===== src/rtl/vend_pkg.sv =====
// Shared types and coin/change helpers for the multi-item vending controller.
// Latency: none (types, constants and a pure function).
// Backpressure: none; consumers are purely cycle-driven.
package vend_pkg;

    typedef enum logic [1:0] {
        IDLE   = 2'd0,
        CREDIT = 2'd1,
        VEND   = 2'd2,
        CHANGE = 2'd3
    } state_t;

    localparam logic [1:0] COIN_NONE = 2'b00;
    localparam logic [1:0] COIN_1U   = 2'b01;
    localparam logic [1:0] COIN_2U   = 2'b10;
    localparam logic [1:0] COIN_5U   = 2'b11;

    localparam logic [1:0] CHG_NONE  = 2'b00;
    localparam logic [1:0] CHG_1U    = 2'b01;
    localparam logic [1:0] CHG_2U    = 2'b10;

    // Credit units carried by a coin acceptor code.
    function automatic logic [2:0] coin_value(input logic [1:0] code);
        case (code)
            COIN_1U: return 3'd1;
            COIN_2U: return 3'd2;
            COIN_5U: return 3'd5;
            default: return 3'd0;
        endcase
    endfunction

endpackage


===== src/rtl/vend_stock_bank.sv =====
// Per-item stock counters with single-index decrement and global reload.
// Latency: updates on the clock edge; sold_out reflects the registered counters.
// Backpressure: none; a decrement of an empty counter is silently dropped.
module vend_stock_bank #(
    parameter int NUM_ITEMS  = 4,
    parameter int STOCK_W    = 4,
    parameter int INIT_STOCK = 8,
    localparam int SEL_W     = (NUM_ITEMS > 1) ? $clog2(NUM_ITEMS) : 1
) (
    input  logic                 clk,
    input  logic                 rst,
    input  logic                 dec_en,
    input  logic [SEL_W-1:0]     dec_idx,
    input  logic                 reload,
    output logic [NUM_ITEMS-1:0] sold_out
);

    logic [STOCK_W-1:0] stock [NUM_ITEMS];

    // Reload wins over decrement; counters saturate at zero.
    always_ff @(posedge clk or posedge rst) begin
        if (rst) begin
            for (int i = 0; i < NUM_ITEMS; i++) stock[i] <= STOCK_W'(INIT_STOCK);
        end else begin
            for (int i = 0; i < NUM_ITEMS; i++) begin
                if (reload)
                    stock[i] <= STOCK_W'(INIT_STOCK);
                else if (dec_en && (int'(dec_idx) == i) && (stock[i] != '0))
                    stock[i] <= stock[i] - STOCK_W'(1);
            end
        end
    end

    // Empty flags straight off the counters.
    always_comb begin
        sold_out = '0;
        for (int i = 0; i < NUM_ITEMS; i++) sold_out[i] = (stock[i] == '0);
    end

endmodule


===== src/rtl/vending_machine_mx.sv =====
// Multi-item vending controller: credit, buy/deny, cancel refund and coin-by-coin change.
// Latency: buy edge N -> dispense in cycle N+1 -> first change coin in cycle N+2.
// Backpressure: none; coins arriving while busy or overflowing credit are bounced via coin_reject.
module vending_machine_mx
    import vend_pkg::*;
#(
    parameter int NUM_ITEMS  = 4,
    parameter int BAL_W      = 5,
    parameter int MAX_BAL    = 20,
    parameter int STOCK_W    = 4,
    parameter int INIT_STOCK = 8,
    parameter logic [NUM_ITEMS*BAL_W-1:0] PRICES = {5'd6, 5'd5, 5'd4, 5'd3},
    localparam int SEL_W     = (NUM_ITEMS > 1) ? $clog2(NUM_ITEMS) : 1
) (
    input  logic                 clk,
    input  logic                 rst,
    input  logic [1:0]           coin,
    input  logic [SEL_W-1:0]     sel,
    input  logic                 buy,
    input  logic                 cancel,
    input  logic                 restock,
    output logic                 dispense,
    output logic [SEL_W-1:0]     item_id,
    output logic [1:0]           change,
    output logic                 deny,
    output logic                 coin_reject,
    output logic                 busy,
    output logic [BAL_W-1:0]     balance,
    output logic [NUM_ITEMS-1:0] sold_out
);

    state_t             state;
    logic [BAL_W-1:0]   price_sel;
    logic               stock_ok;
    logic               sel_ok;
    logic [BAL_W:0]     coin_sum;
    logic               coin_fits;
    logic               coin_seen;
    logic               take_cancel;
    logic               vend_go;
    logic               stock_reload;
    logic [1:0]         chg_code;
    logic [BAL_W-1:0]   chg_amt;

    // Price and availability of the selected item; out-of-range selects are never purchasable.
    always_comb begin
        price_sel = '0;
        stock_ok  = 1'b0;
        for (int i = 0; i < NUM_ITEMS; i++) begin
            if (int'(sel) == i) begin
                price_sel = PRICES[i*BAL_W +: BAL_W];
                stock_ok  = !sold_out[i];
            end
        end
    end

    assign sel_ok    = (int'(sel) < NUM_ITEMS);
    // One extra bit so the overflow check cannot wrap.
    assign coin_sum  = {1'b0, balance} + (BAL_W+1)'(coin_value(coin));
    assign coin_fits = (coin_sum <= (BAL_W+1)'(MAX_BAL));
    assign coin_seen = (coin != COIN_NONE);

    assign take_cancel  = cancel && (state == CREDIT);
    assign vend_go      = ((state == IDLE) || (state == CREDIT)) && !take_cancel && buy &&
                          sel_ok && stock_ok && (balance >= price_sel);
    assign stock_reload = restock && (state == IDLE) && !vend_go;

    // Largest returnable coin first, so change drains in as few cycles as possible.
    assign chg_code = (balance >= BAL_W'(2)) ? CHG_2U : CHG_1U;
    assign chg_amt  = (balance >= BAL_W'(2)) ? BAL_W'(2) : BAL_W'(1);

    assign busy = (state == VEND) || (state == CHANGE);

    vend_stock_bank #(
        .NUM_ITEMS  (NUM_ITEMS),
        .STOCK_W    (STOCK_W),
        .INIT_STOCK (INIT_STOCK)
    ) u_stock (
        .clk      (clk),
        .rst      (rst),
        .dec_en   (vend_go),
        .dec_idx  (sel),
        .reload   (stock_reload),
        .sold_out (sold_out)
    );

    // Controller FSM: price is charged on the buy edge so VEND already shows the residual.
    always_ff @(posedge clk or posedge rst) begin
        if (rst) begin
            state       <= IDLE;
            balance     <= '0;
            dispense    <= 1'b0;
            item_id     <= '0;
            change      <= CHG_NONE;
            deny        <= 1'b0;
            coin_reject <= 1'b0;
        end else begin
            dispense    <= 1'b0;
            item_id     <= '0;
            change      <= CHG_NONE;
            deny        <= 1'b0;
            coin_reject <= 1'b0;
            case (state)
                IDLE, CREDIT: begin
                    if (take_cancel) begin
                        state       <= CHANGE;
                        change      <= chg_code;
                        balance     <= balance - chg_amt;
                        coin_reject <= coin_seen;
                    end else if (vend_go) begin
                        state       <= VEND;
                        dispense    <= 1'b1;
                        item_id     <= sel;
                        balance     <= balance - price_sel;
                        coin_reject <= coin_seen;
                    end else begin
                        deny <= buy;
                        if (coin_seen) begin
                            if (coin_fits) begin
                                balance <= coin_sum[BAL_W-1:0];
                                state   <= CREDIT;
                            end else begin
                                coin_reject <= 1'b1;
                            end
                        end
                    end
                end
                VEND: begin
                    coin_reject <= coin_seen;
                    if (balance != '0) begin
                        state   <= CHANGE;
                        change  <= chg_code;
                        balance <= balance - chg_amt;
                    end else begin
                        state <= IDLE;
                    end
                end
                default: begin
                    coin_reject <= coin_seen;
                    if (balance != '0) begin
                        change  <= chg_code;
                        balance <= balance - chg_amt;
                    end else begin
                        state <= IDLE;
                    end
                end
            endcase
        end
    end

endmodule

===== config.mk =====
export PLATFORM = sky130hd
export DESIGN_NAME = vending_machine_mx
export DESIGN_NICKNAME = d
export VERILOG_FILES = /design/src/rtl/vend_pkg.sv /design/src/rtl/vend_stock_bank.sv /design/src/rtl/vending_machine_mx.sv
export SDC_FILE = /design/constraint.sdc
export NUM_CORES = 1
export LEC_CHECK = 0
export ABC_AREA = 1
export CAP_MARGIN = 10
export CORE_MARGIN = 1.5
export CORE_UTILIZATION = 53
export CTS_BUF_LIST = sky130_fd_sc_hd__clkbuf_8
export CTS_CLUSTER_SIZE = 14
export DETAILED_ROUTE_END_ITERATION = 8
export PLACE_DENSITY = 0.89
export SYNTH_ARGS = -nofsm -noshare
export SYNTH_HDL_FRONTEND = slang
export SYNTH_HIERARCHICAL = 1
export SYNTH_SLANG_ARGS = --single-unit

===== constraint.sdc =====
create_clock -name clk -period 2.55 [get_ports clk]
set_input_delay 0.255 -clock clk [delete_from_list [all_inputs] [get_ports clk]]
set_output_delay 0.255 -clock clk [all_outputs]
set_load 0.05 [all_outputs]

[Yosys cells after proc, flatten, opt, wreduce, memory -nomap -nowiden]
Index checks and enable logic that the tools add are counted.
Word-level totals
  register bits: 30
  bits of input ports: 9
  output and inout bits: 17
  logic and storage cells: 125
Cells by class
  add/subtract/negate cells: 7
  order comparisons: 3
  equality and inequality tests: 12
  mux-type cells: 49
  reduce and logical (&&, ||, !) cells: 43
Operators by type and width (number)
  $mux W5: 8
  $mux W4: 8
  $mux W2: 15
  $logic_not A4 Y1: 4
  $reduce_bool A4 Y1: 4
  $sub A4 B1 Y4 const B: 4
  $logic_and A1 B1 Y1: 15
  $mux W1: 15
  $eq A2 B2 Y1 const B: 6
  $reduce_bool A2 Y1: 6
  $pmux W3 S3: 1
  $ne A4 B3 Y1 const B: 2
  $add A5 B3 Y6: 1
  $eq A2 B1 Y1 const B: 3
  $le A6 B5 Y1 const B: 1
  $logic_not A1 Y1: 6
  $reduce_and A3 Y1: 2
  $ge A5 B2 Y1 const B: 1
  $ge A5 B5 Y1: 1
  $reduce_bool A5 Y1: 1
  $sub A5 B2 Y5: 1
  $sub A5 B5 Y5: 1
  $logic_not A2 Y1: 2
  $pmux W2 S2: 1
  4 further kinds: 5

[Logic depth before layout (Yosys ltp)]
Gate-level depths: netlist of run 1.
  depth in word-level cells: 12
  gate-level depth with buffers: 18
  gate-level depth less buffers: 17

[By module]
The synthesis of run 1 kept the hierarchy.
Modules (own cells, without submodules)
  vending_machine_mx: times used 1, cells each 183, area an instance 1348.8 um^2, sequential area each 350.3 um^2
  vend_stock_bank: times used 1, cells each 143, area an instance 1082.3 um^2, sequential area each 405.4 um^2

[Worst setup path before layout of run 1]
OpenSTA, ideal clock, no wires.
  path kind: register to register
  start: register balance[1]
  end: register u_stock/stock[2] (netlist name)
  library setup time: 0.118 ns
  arrival: 2.667 ns
  required time: 2.432 ns
  path slack: -0.236 ns
  cell stages (with the launch flop): 15
  buffers on the path: 3
  clock period less this slack: 2.786 ns
  cells stage by stage: dfrtp_1 > ha_1 > nand2_1 > nor2_1 > nor2_1 > nand2_2 > nand3_4 > buf_6 > nand2_1 > nor3b_1 > inv_2 > buf_6 > buf_6 > nand4_1 > nand2_1
On the way
  cells in the longest elaborated chain, start to end: 5
  elaborated cells on any way between the ends: 8
  classes of those cells: order compare: 1; mux: 1; reduce/logical: 6
Ends and longest elaborated chain
  start: declaration: line vending_machine_mx.sv:28  | output logic [BAL_W-1:0] balance,
  start signal: assignment: line vending_machine_mx.sv:108  | balance <= balance - chg_amt;
  start signal: assignment: line vending_machine_mx.sv:114  | balance <= balance - price_sel;
  start signal: assignment: line vending_machine_mx.sv:120  | balance <= coin_sum[BAL_W-1:0];
  $ge A5 B5 Y1 *: line vending_machine_mx.sv:65  | sel_ok && stock_ok && (balance >= price_sel);
  $logic_and A1 B1 Y1 *: line vending_machine_mx.sv:65
  $logic_not A1 Y1 *: line vending_machine_mx.sv:66  | assign stock_reload = restock && (state == IDLE) && !vend_go;
  $logic_and A1 B1 Y1 *: line vending_machine_mx.sv:66
  net stock_reload: line vending_machine_mx.sv:41  | logic stock_reload;
  $mux W4 / $reduce_bool A2 Y1 (equally long branches)
  end signal: indexed assignment: line vend_stock_bank.sv:27  | stock[i] <= STOCK_W'(INIT_STOCK);
  end signal: indexed assignment: line vend_stock_bank.sv:29  | stock[i] <= stock[i] - STOCK_W'(1);
  end: declaration: line vend_stock_bank.sv:18  | logic [STOCK_W-1:0] stock [NUM_ITEMS];
Mark *: on every way through the listed nets, which the timed path passes. The rest lies on a longest branch.
A chain may end at the register's enable or synchronous reset.

[Final worst setup path of run 1]
  start: register u_stock/stock[12] (netlist name)
  end: register u_stock/stock[7] (netlist name)
On the way
  cells in the longest elaborated chain, start to end: 11
  elaborated cells on any way between the ends: 14
  classes of those cells: mux: 5; reduce/logical: 9
Ends and longest elaborated chain
  $logic_not A4 Y1 *: line vend_stock_bank.sv:37  | for (int i = 0; i < NUM_ITEMS; i++) sold_out[i] = (stock[i] == '0);
  $logic_not A1 Y1 *: line vending_machine_mx.sv:52  | stock_ok = !sold_out[i];
  $mux W1 * (4 in a row): line vending_machine_mx.sv:50  | if (int'(sel) == i) begin
  $logic_and A1 B1 Y1 * (2 in a row): line vending_machine_mx.sv:65
  $logic_not A1 Y1 *: line vending_machine_mx.sv:66
  $logic_and A1 B1 Y1 *: line vending_machine_mx.sv:66
  net stock_reload: line vending_machine_mx.sv:41
  $mux W4 / $reduce_bool A2 Y1 (equally long branches)
Marked as above.

==> flow_summary.json, run 1 <==
{
  "result_of_the_run": "complete, no violations",
  "p_per_area_mw_per_mm2": 1290,
  "floorplan.die.width_um": 70.7,
  "synth_cells": 326,
  "asyncSetResetFlopFracSynth_pct": 100,
  "max-clock-path-buffers": 2,
  "number_of_antenna_diodes": 0,
  "grt_overall_usage_pct": 22.8,
  "slew_viol_final": 0,
  "vias_in_the_first_global_route": 2201,
  "vdd_drop_max_v": 0.000698,
  "drive_gt1_share_pct": 21.4,
  "path_class": "register to register",
  "report.final.hold_viol_count": 0,
  "crit_slowest_cell": "sky130_fd_sc_hd__dfrtp_1",
  "path_max_fanout": 14,
  "setup_viol": 0,
  "hold_path.class": "input port to async pin",
  "ctsRootBufferMaster": "sky130_fd_sc_hd__clkbuf_8",
  "synth.net_count": 359,
  "top_level_pins": 26,
  "drt_pass1_iterations": 4,
  "dominantRegCellSynth": "sky130_fd_sc_hd__dfrtp_1",
  "grt-ovfl-total": 0,
  "number_of_buffers_created_by_cts": 5,
  "tritoncts_clock_tree": "yes",
  "post-route-cell-area_mm2": 0.00302,
  "clock_sink_count": 30,
  "port_buffers": 25,
  "finish.net_count": 405,
  "worstPathCellList": "inv_1 > ha_1 > nand2_1 > clkinvlp_4 > inv_1 > nand2_1 > nand2_1 > nand3_1 > nand2_1 > nand3_4 > nand2_2 > nor3b_4 > buf_4 > inv_4 > nand3_1 > nand2_1 > nand2_1",
  "clock_insertion_delay_worst_skew_ns": 0.29,
  "die_height_um": 70.7,
  "critical_path.top_delay_family": "simple AND/OR/NAND/NOR gates",
  "final_cycle_utilization_of_the_critical_path_pct": 91.9,
  "crit_arrival_ns": 2.58,
  "number_of_distinct_standard_cells_referenced_by_the_synthesized_netlist": 35,
  "critPathMostFrequentCell": "sky130_fd_sc_hd__nand2_1",
  "placedInstanceArea_mm2": 0.00285,
  "number_of_max_cap_violations": 0,
  "core.rowCount": 24,
  "synth_sequential_area_ratio_pct": 31.1,
  "antenna_violating_nets_post_route": 0,
  "synth.yosys.warnings": 6,
  "areaGrowthSynthToFinish_pct": 24.1,
  "total_leakage_power_uw": 0.00161,
  "via_per_inst": 5.28,
  "first_pass_grt_wire_length_mm": 9.18,
  "drc_errors": 0,
  "final.setup.worst_slack_ns": 0.205,
  "drt-wirelength-per-cell_um": 13.4,
  "floorplan.die_area_mm2": 0.00500,
  "fin_util_pct": 68.8,
  "postSynthRegisterBits": 30,
  "cts_hold_buf": 0,
  "clk_transition_reported_paths_ns": 0.07,
  "filler_cell_count_in_the_final_layout": 350,
  "syn_area_mm2": 0.00243,
  "routabilityCongestion": 0.892,
  "grt_start_max_net_pins": 30,
  "count_of_flip_flops_with_a_built_in_enable_after_synthesis": 0,
  "cts_htree_levels": 2,
  "routed_wl_mm": 5.68,
  "start_util_pct": 55.5,
  "worst_slew_pin_slew_ns": 0.637,
  "drt_iter0_markers": 250,
  "max_freq_mhz": 427,
  "post-place-ws_ns": -0.228,
  "worstSetupStartpointType": "register",
  "via_count": 2246,
  "storage_element_area_um2": 759,
  "grt_setup_unrepaired": "no",
  "worst_clock_skew_ns": 0.00954,
  "multi_input_comb_area_mm2": 0.00147,
  "timing.critical_path.slowest_cell_delay_ns": 0.38,
  "design.core.area_mm2": 0.00438,
  "postSynthAreaPerCell_um2": 7.46,
  "cp.buffers_inverters": 5,
  "worstPathRequired_ns": 2.79,
  "hpwl_mm": 4.08,
  "worst_setup_path_end_kind": "register",
  "antenna_found_initial": 0,
  "timing.slew.headroom_pct": 57.5,
  "fin_crit_ns": 2.34
}
## stage by stage
step	setup TNS, ns	hold slack, ns	instances	power [uW]
2_1_floorplan	0	0.144	326	2760
3_3_place_gp	-2.53	0.481	414	3320
3_5_place_dp	-3.90	0.497	414	3420
4_1_cts	0	0.376	422	3840
5_1_grt	0	0.435	425	4220
6_report	0	0.348	425	3880
## power breakdown
| group | switching, uW | internal (uW) |
|---|---|---|
| registers | 163 | 701 |
| logic | 1650 | 968 |
| clock network | 186 | 213 |
| total | 2000 | 1880 |
## cell usage in the layout, fill, tap and decap left out, types with 3 or more instances in the layout
cell type                          n
sky130_fd_sc_hd__buf_4            19
sky130_fd_sc_hd__nor2_1           30
sky130_fd_sc_hd__nand2_2          11
sky130_fd_sc_hd__nand2_1          85
sky130_fd_sc_hd__dfrtp_2           3
sky130_fd_sc_hd__o21ai_1           3
sky130_fd_sc_hd__ha_1             19
sky130_fd_sc_hd__inv_1            42
sky130_fd_sc_hd__dfstp_2           4
sky130_fd_sc_hd__nor2_4            4
sky130_fd_sc_hd__nand3_1          36
sky130_fd_sc_hd__clkdlybuf4s50_1  23
sky130_fd_sc_hd__dfrtp_1          23
sky130_fd_sc_hd__clkinvlp_4        3
sky130_fd_sc_hd__nor2_2            4
sky130_fd_sc_hd__clkbuf_8          6
sky130_fd_sc_hd__inv_2             6
sky130_fd_sc_hd__nand4_1           7
sky130_fd_sc_hd__fa_1              3
sky130_fd_sc_hd__nand2_4           4
sky130_fd_sc_hd__xor2_1            9
## cell type report
cell class / count / area share [%]
multi-input cells: 237 / 48.8
clock buffers: 6 / 2.74
flip-flops and latches: 30 / 25.2
well taps: 52 / 2.16
clock inverters: 2 / 0.290
inverters: 52 / 7.30
repair inverters: 2 / 0.373
repair buffers: 44 / 13.2
## per-layer routing
metal	wire (um)	track usage, %	part of all wire, %
met4	188	9.85	3.3
met3	231	3.85	4.1
met1	2320	26.6	41
met2	2930	40.9	52
met5	0	0	0
## timing repair
action                     4_1_cts  5_1_grt
resized for setup                0       15
setup buffers                    0        1
setup endpoints to repair        0       20
## cell usage after synthesis (2+ instances only)
master / n / area, um^2
sky130_fd_sc_hd__nor2_2: 2 / 12.5
sky130_fd_sc_hd__buf_6: 4 / 45.0
sky130_fd_sc_hd__or2_2: 2 / 12.5
sky130_fd_sc_hd__nand2_2: 10 / 62.6
sky130_fd_sc_hd__ha_1: 21 / 263
sky130_fd_sc_hd__nand4_1: 7 / 43.8
sky130_fd_sc_hd__o211ai_1: 2 / 15.0
sky130_fd_sc_hd__nand2_1: 86 / 323
sky130_fd_sc_hd__nand3_2: 2 / 20.0
sky130_fd_sc_hd__dfrtp_1: 26 / 651
sky130_fd_sc_hd__inv_2: 5 / 18.8
sky130_fd_sc_hd__inv_1: 46 / 173
sky130_fd_sc_hd__or2_1: 2 / 12.5
sky130_fd_sc_hd__buf_2: 2 / 10.0
sky130_fd_sc_hd__xor2_1: 9 / 78.8
sky130_fd_sc_hd__nor2_4: 4 / 45.0
sky130_fd_sc_hd__nand2_4: 4 / 45.0
sky130_fd_sc_hd__dfstp_2: 4 / 105
sky130_fd_sc_hd__nor2_1: 32 / 120
sky130_fd_sc_hd__fa_1: 3 / 60.1
sky130_fd_sc_hd__o21ai_1: 3 / 15.0
sky130_fd_sc_hd__nand3_1: 36 / 180
sky130_fd_sc_hd__o21ai_0: 2 / 10.0
## cell families after synthesis
group,after synthesis,synth area share (%)
and+or+nand+nor,193,39.1
buffers and inverters,59,10.4
DFF,30,31.1
adders and majority gates,24,13.3
AOI/OAI and AO/OA,10,2.47
xor gates and xnor gates,10,3.60
## sequential cells by signal, indices dropped and copies added (netlist names)
name	cells
item_id	2
state	2
coin_reject	1
u_stock/stock	16
dispense	1
change	2
balance	5
deny	1
## final timing paths
kind / end / slack [ns] / start / depth (start not counted)
setup / recovery: u_stock/stock[7]$_DFFE_PP1P_ / 0.21 / u_stock/stock[12]$_DFFE_PP0P_ / 17
hold / removal: deny$_DFF_PP0_ / 0.35 / rst / 2
setup reg to reg: u_stock/stock[7]$_DFFE_PP1P_ / 0.21 / u_stock/stock[12]$_DFFE_PP0P_ / 17
hold reg to reg: u_stock/stock[3]$_DFFE_PP1P_ / 0.51 / u_stock/stock[3]$_DFFE_PP1P_ / 2
max in group asynchronous: u_stock/stock[9]$_DFFE_PP0P_ / 1.75 / rst / 2
min in group clk: item_id[1]$_DFF_PP0_ / 0.41 / sel[1] / 4
Note: power is estimated with default switching activity, not from simulation.
==> run 2: changes to the inputs <==
--- a/config.mk
+++ b/config.mk
@@ -13,6 +13,7 @@
 export CTS_CLUSTER_SIZE = 14
 export DETAILED_ROUTE_END_ITERATION = 8
 export PLACE_DENSITY = 0.89
+export RECOVER_POWER = 100
 export SYNTH_ARGS = -nofsm -noshare
 export SYNTH_HDL_FRONTEND = slang
 export SYNTH_HIERARCHICAL = 1
==> run 2 against run 1 <==
Effect of this change:
- cell count did not move
- setup slack worse by 0.029 ns
- first-iteration DRC count decreased by 17%
- non-clock buffer count is the same
- combinational power is 3% lower
- hold slack better by 0.059 ns
- die area unchanged
- register-to-register slack lost 0.03 ns
- critical path depth is 2 lower
- sequential share of layout area rose by 0.47 points
- via count rose by 0.71%
- maximum frequency decreased by 1.2%
==> flow_summary.json, run 2 (synthesis results as in run 1) <==
{
  "clock_insertion_delay_worst_skew_ns": 0.29,
  "drt_iter0_markers": 207,
  "hold_path.class": "input port to register",
  "grt_start_max_net_pins": 30,
  "number_of_buffers_created_by_cts": 5,
  "floorplan.die.width_um": 70.7,
  "antenna_found_initial": 0,
  "design_power_total_uw": 3790,
  "largestRegisters": "u_stock/stock: 16 flops, balance: 5 flops",
  "finish.net_count": 405,
  "top_level_pins": 26,
  "worst_clock_skew_ns": 0.00800,
  "finalNonFillerCells": 425,
  "antenna_violating_nets_post_route": 0,
  "timing.slew.headroom_pct": 57.7,
  "crit_arrival_ns": 2.61,
  "place_inst": 414,
  "start_util_pct": 55.5,
  "number_of_max_cap_violations": 0,
  "ctsRootBufferMaster": "sky130_fd_sc_hd__clkbuf_8",
  "crit_slowest_cell": "sky130_fd_sc_hd__dfrtp_1",
  "largest_register_ff_count": 16,
  "max-clock-path-buffers": 2,
  "p_per_area_mw_per_mm2": 1280,
  "setup_viol": 0,
  "drt-wirelength-per-cell_um": 13.4,
  "grt-ovfl-total": 0,
  "slew_viol_final": 0,
  "cts_hold_buf": 0,
  "fin_crit_ns": 2.37,
  "vdd_drop_max_v": 0.000668,
  "clk_transition_reported_paths_ns": 0.07,
  "worstPathCellList": "inv_1 > ha_1 > nand2_1 > clkinvlp_4 > nand2_1 > nand2_1 > nor2_1 > nand2_1 > nor2_4 > nand2_2 > nor2_4 > nand2_1 > nand2_1 > nand2_1 > nand2_1",
  "critPathMostFrequentCell": "sky130_fd_sc_hd__nand2_1",
  "report.final.hold_viol_count": 0,
  "via_per_inst": 5.32,
  "layout_common_cells": "sky130_fd_sc_hd__nand2_1, sky130_fd_sc_hd__inv_1, sky130_fd_sc_hd__nand3_1",
  "worstPathRequired_ns": 2.78,
  "cts_htree_levels": 2,
  "post-route-cell-area_mm2": 0.00296,
  "via_count": 2262,
  "worst_setup_path_end_kind": "register",
  "placedInstanceArea_mm2": 0.00285,
  "final_cycle_utilization_of_the_critical_path_pct": 93.1,
  "timing.critical_path.slowest_cell_delay_ns": 0.32,
  "routed_wl_mm": 5.70,
  "drive_gt1_share_pct": 18.8,
  "design.core.area_mm2": 0.00438,
  "drc_errors": 0,
  "path_max_fanout": 6,
  "path_class": "register to register",
  "tritoncts_clock_tree": "yes",
  "vias_in_the_first_global_route": 2201,
  "first_pass_grt_wire_length_mm": 9.18,
  "critical_path.top_delay_family": "simple AND/OR/NAND/NOR gates",
  "cp.buffers_inverters": 2,
  "clock_sink_count": 30,
  "commonest_non_fill_non_tap_cell_in_the_layout": "sky130_fd_sc_hd__nand2_1",
  "areaGrowthSynthToFinish_pct": 21.8,
  "floorplan.die_area_mm2": 0.00500,
  "total_leakage_power_uw": 0.00161,
  "result_of_the_run": "complete, no violations",
  "max_freq_mhz": 421,
  "top_register": "u_stock/stock",
  "die_height_um": 70.7,
  "drt_pass1_iterations": 4,
  "core.rowCount": 24,
  "hpwl_mm": 4.08,
  "fin_util_pct": 67.6,
  "worstSetupStartpointType": "register",
  "worst_slew_pin_slew_ns": 0.634,
  "port_buffers": 25,
  "routabilityCongestion": 0.892,
  "number_of_antenna_diodes": 0,
  "grt_overall_usage_pct": 22.8
}
run 2: cell count changes in the layout (fill, tap and decap cells not counted), moves of 2 or more:
| cell | delta |
|---|---|
| sky130_fd_sc_hd__nand2_1 | +8 |
| sky130_fd_sc_hd__clkdlybuf4s50_1 | -18 |
| sky130_fd_sc_hd__nand2_4 | -2 |
| sky130_fd_sc_hd__buf_4 | -2 |
| sky130_fd_sc_hd__nand2_2 | -6 |
| sky130_fd_sc_hd__dlygate4sd3_1 | +18 |
run 2: path summary, 6_finish.rpt:
kind	start	endpoint	slack (ns)	depth (start not counted)
worst max-delay path	u_stock/stock[0]$_DFFE_PP0P_	u_stock/stock[7]$_DFFE_PP1P_	0.18	15
worst min-delay path	sel[1]	item_id[1]$_DFF_PP0_	0.41	4
worst max register to register	u_stock/stock[0]$_DFFE_PP0P_	u_stock/stock[7]$_DFFE_PP1P_	0.18	15
worst min register to register	u_stock/stock[3]$_DFFE_PP1P_	u_stock/stock[3]$_DFFE_PP1P_	0.51	2
max in group asynchronous	rst	u_stock/stock[9]$_DFFE_PP0P_	1.62	2
min in group asynchronous	rst	deny$_DFF_PP0_	0.48	2
run 2: final cells by class:
cell class                      instances  area (um^2)
Multi-Input combinational cell        237         1420
Tap cell                               52         65.1
Timing Repair inverter                  2         11.3
Inverter                               52          220
Sequential cell                        30          759
Clock inverter                          2         8.76
Fill cell                             362         1420
Timing Repair Buffer                   44          394
Clock buffer                            6         82.6
run 2: timing repair:
action	in CTS	in global routing
gates resized for setup	0	15
setup endpoints to repair	0	20
hold endpoints to repair	0	0
setup buffers	0	1
run 2: report_power, final:
group	internal, uW	total, uW	switching [uW]
Sequential	701	861	160
Clock	213	397	183
Combinational	911	2530	1620
run 2: routing by layer:
metal  global-route usage (%)  share of wire (%)
met1                     26.6                 42
met2                     40.9                 51
met3                     3.85                3.6
met4                     9.85                3.9
met5                        0                  0
run 2: tightest hold or removal path: cells and delay by family:
kind,cells,cell delay (ns)
buffers and inverters,3,0.36
and+or+nand+nor,1,0.03
run 2: through the flow:
step / setup WS, ns / TNS (ns) / hold slack (ns)
floorplan: 0.0624 / 0 / 0.144
global placement: -0.161 / -2.53 / 0.481
detailed placement: -0.228 / -3.90 / 0.497
CTS: 0.0330 / 0 / 0.376
global route: -0.0242 / -0.0299 / 0.435
finish: 0.177 / 0 / 0.407
==> run 3: changes to the inputs <==
--- a/config.mk
+++ b/config.mk
@@ -6,13 +6,14 @@
 export NUM_CORES = 1
 export LEC_CHECK = 0
 export ABC_AREA = 1
+export ABC_CLOCK_PERIOD_IN_PS = 2710
 export CAP_MARGIN = 10
 export CORE_MARGIN = 1.5
-export CORE_UTILIZATION = 53
+export CORE_UTILIZATION = 59
 export CTS_BUF_LIST = sky130_fd_sc_hd__clkbuf_8
 export CTS_CLUSTER_SIZE = 14
 export DETAILED_ROUTE_END_ITERATION = 8
-export PLACE_DENSITY = 0.89
+export PLACE_DENSITY = 0.94
 export RECOVER_POWER = 100
 export SYNTH_ARGS = -nofsm -noshare
 export SYNTH_HDL_FRONTEND = slang
==> constraint.sdc (replaced) <==
create_clock -name clk -period 2.71 [get_ports clk]
set_input_delay 0.271 -clock clk [delete_from_list [all_inputs] [get_ports clk]]
set_output_delay 0.271 -clock clk [all_outputs]
set_load 0.05 [all_outputs]
==> run 3 against run 2 <==
Effect of this change:
- register-to-register slack better by 0.06 ns
- power decreased by 3.5%
- sequential cell count stayed put
- clock power increased by 18%
- sequential share of layout area decreased by 0.052 points
- clock skew rose by 0.0011 ns
- sequential power is 2% lower
- utilization is 6.9 points higher
- die area is 9.7% lower
- clock-buffer cell count unchanged
==> flow_summary.json, run 3 (synthesis results as in run 1) <==
{
  "routabilityCongestion": 0.958,
  "design_power_total_uw": 3660,
  "tritoncts_clock_tree": "yes",
  "crit_slowest_cell": "sky130_fd_sc_hd__dfrtp_2",
  "largest_register_ff_count": 16,
  "timing.critical_path.slowest_cell_delay_ns": 0.50,
  "worst_clock_skew_ns": 0.00908,
  "drt-wirelength-per-cell_um": 14.1,
  "max_freq_mhz": 405,
  "design.core.area_mm2": 0.00397,
  "p_per_area_mw_per_mm2": 1240,
  "fin_crit_ns": 2.47,
  "worstPathCellList": "ha_1 > nand2_1 > nor2_1 > nor2_2 > nand2_2 > nand3_4 > nand2_1 > nor3b_2 > inv_2 > nand2_4 > nand2_1 > o21ai_2",
  "port_buffers": 25,
  "clock_sink_count": 30,
  "timing.rr.start": "balance[1]$_DFFE_PP0P_",
  "path_max_fanout": 15,
  "drive_gt1_share_pct": 17.9,
  "number_of_max_cap_violations": 0,
  "vias_in_the_first_global_route": 2288,
  "routed_wl_mm": 5.90,
  "fin_worst_hold_slack_ns": 0.470,
  "drt_pass1_iterations": 5,
  "grt-ovfl-total": 0,
  "layout_common_cells": "sky130_fd_sc_hd__nand2_1, sky130_fd_sc_hd__inv_1, sky130_fd_sc_hd__nand3_1",
  "critPathMostFrequentCell": "sky130_fd_sc_hd__nand2_1",
  "grt_start_max_net_pins": 17,
  "clk_transition_reported_paths_ns": 0.07,
  "floorplan.die_area_mm2": 0.00451,
  "slew_viol_final": 0,
  "clock_insertion_delay_worst_skew_ns": 0.28,
  "worstPathRequired_ns": 2.90,
  "commonest_non_fill_non_tap_cell_in_the_layout": "sky130_fd_sc_hd__nand2_1",
  "hpwl_mm": 4.27,
  "total_leakage_power_uw": 0.00163,
  "result_of_the_run": "complete, no violations",
  "worst_setup_path_end_kind": "register",
  "grt_overall_usage_pct": 28.4,
  "vdd_drop_max_v": 0.000637,
  "antenna_violating_nets_post_route": 0,
  "areaGrowthSynthToFinish_pct": 21.7,
  "ctsRootBufferMaster": "sky130_fd_sc_hd__clkbuf_8",
  "die_height_um": 67.2,
  "final_cycle_utilization_of_the_critical_path_pct": 91.2,
  "cts_htree_levels": 2,
  "finish.net_count": 401,
  "grt_setup_unrepaired": "no",
  "number_of_antenna_diodes": 0,
  "place_inst": 407,
  "timing.slew.headroom_pct": 59.4,
  "critPathCapture": "u_stock/stock[1]$_DFFE_PP0P_",
  "worstSetupStartpointType": "register",
  "drc_errors": 0,
  "r2r-end": "u_stock/stock[1]$_DFFE_PP0P_",
  "setup_viol": 0,
  "report.final.hold_viol_count": 0,
  "worst_hold_startpoint": "sel[0]",
  "floorplan.die.width_um": 67.2,
  "drt_iter0_markers": 174,
  "top_register": "u_stock/stock",
  "path_class": "register to register",
  "crit_arrival_ns": 2.66,
  "worst-r2r-setup-slack_ns": 0.24,
  "start_util_pct": 61.2,
  "top_level_pins": 26,
  "finalNonFillerCells": 419,
  "core.rowCount": 23,
  "first_pass_grt_wire_length_mm": 9.64,
  "antenna_found_initial": 0,
  "via_count": 2281,
  "largestRegisters": "u_stock/stock: 16 flops, balance: 5 flops",
  "cp-startpoint": "balance[1]$_DFFE_PP0P_",
  "worst_r2r_path_depth": 12,
  "hold_path.class": "input port to register",
  "number_of_buffers_created_by_cts": 5,
  "via_per_inst": 5.44,
  "worst_slew_pin_slew_ns": 0.608,
  "max-clock-path-buffers": 2
}
==> run 3: layer usage <==
layer	GRT usage, %	share of wire [%]
met5	0	0
met4	13.8	3.6
met3	6.00	4.0
met2	52.8	53
met1	30.3	40
==> run 3: worst min-delay path by stage <==
stage                                   end  cells after the start  slack (ns)
2_1_floorplan        balance[0]$_DFFE_PP0P_                      1        0.16
3_3_place_gp   u_stock/stock[4]$_DFFE_PP0P_                      2        0.48
3_5_place_dp   u_stock/stock[7]$_DFFE_PP1P_                      2        0.50
4_1_cts                      deny$_DFF_PP0_                      2        0.38
5_1_grt                item_id[1]$_DFF_PP0_                      4        0.48
6_report               item_id[0]$_DFF_PP0_                      4        0.47
==> run 3: what timing repair did <==
item                       in CTS  in global routing
hold buffers                    0                  0
pin swaps                       0                  3
gates cloned                    1                  0
setup buffers                   2                  1
resized for setup               3                  7
setup endpoints to repair      16                 20
==> run 3: stage by stage <==
| stage | TNS, ns | util (%) | setup slack (ns) | instance area (um^2) |
|---|---|---|---|---|
| after floorplan | 0 | - | 0.0649 | 2430 |
| after global placement | -1.75 | 70.4 | -0.123 | 2800 |
| after detailed placement | -5.38 | 70.4 | -0.355 | 2800 |
| after CTS | 0 | 74.2 | 0.00656 | 2950 |
| after global routing | 0 | 74.5 | 0.0912 | 2960 |
| final | 0 | 74.5 | 0.239 | 2960 |
==> run 3: report_power, final <==
| part | switching [uW] | internal, uW |
|---|---|---|
| Sequential | 188 | 657 |
| Clock | 172 | 296 |
| Combinational | 1510 | 836 |
| Total | 1870 | 1790 |
==> run 3: layout make-up <==
cell class | instances | area (um^2)
multi-input combinational | 237 | 1430
fill | 279 | 1010
sequential | 30 | 757
timing repair buffer | 41 | 388
inverter | 52 | 195
clock buffer | 6 | 82.6
tap | 50 | 62.6
clock inverter | 2 | 33.8
timing repair inverter | 1 | 7.51
==> run 3: worst max-delay path: cells and delay by family, from the launching register on <==
kind	cells	cell delay, ns
buffers and inverters	1	0.23
AO/OA/AOI/OAI	1	0.09
adder cells (fa/ha/maj)	1	0.34
AND/OR/NAND/NOR	9	1.21
flip-flops	1	0.50
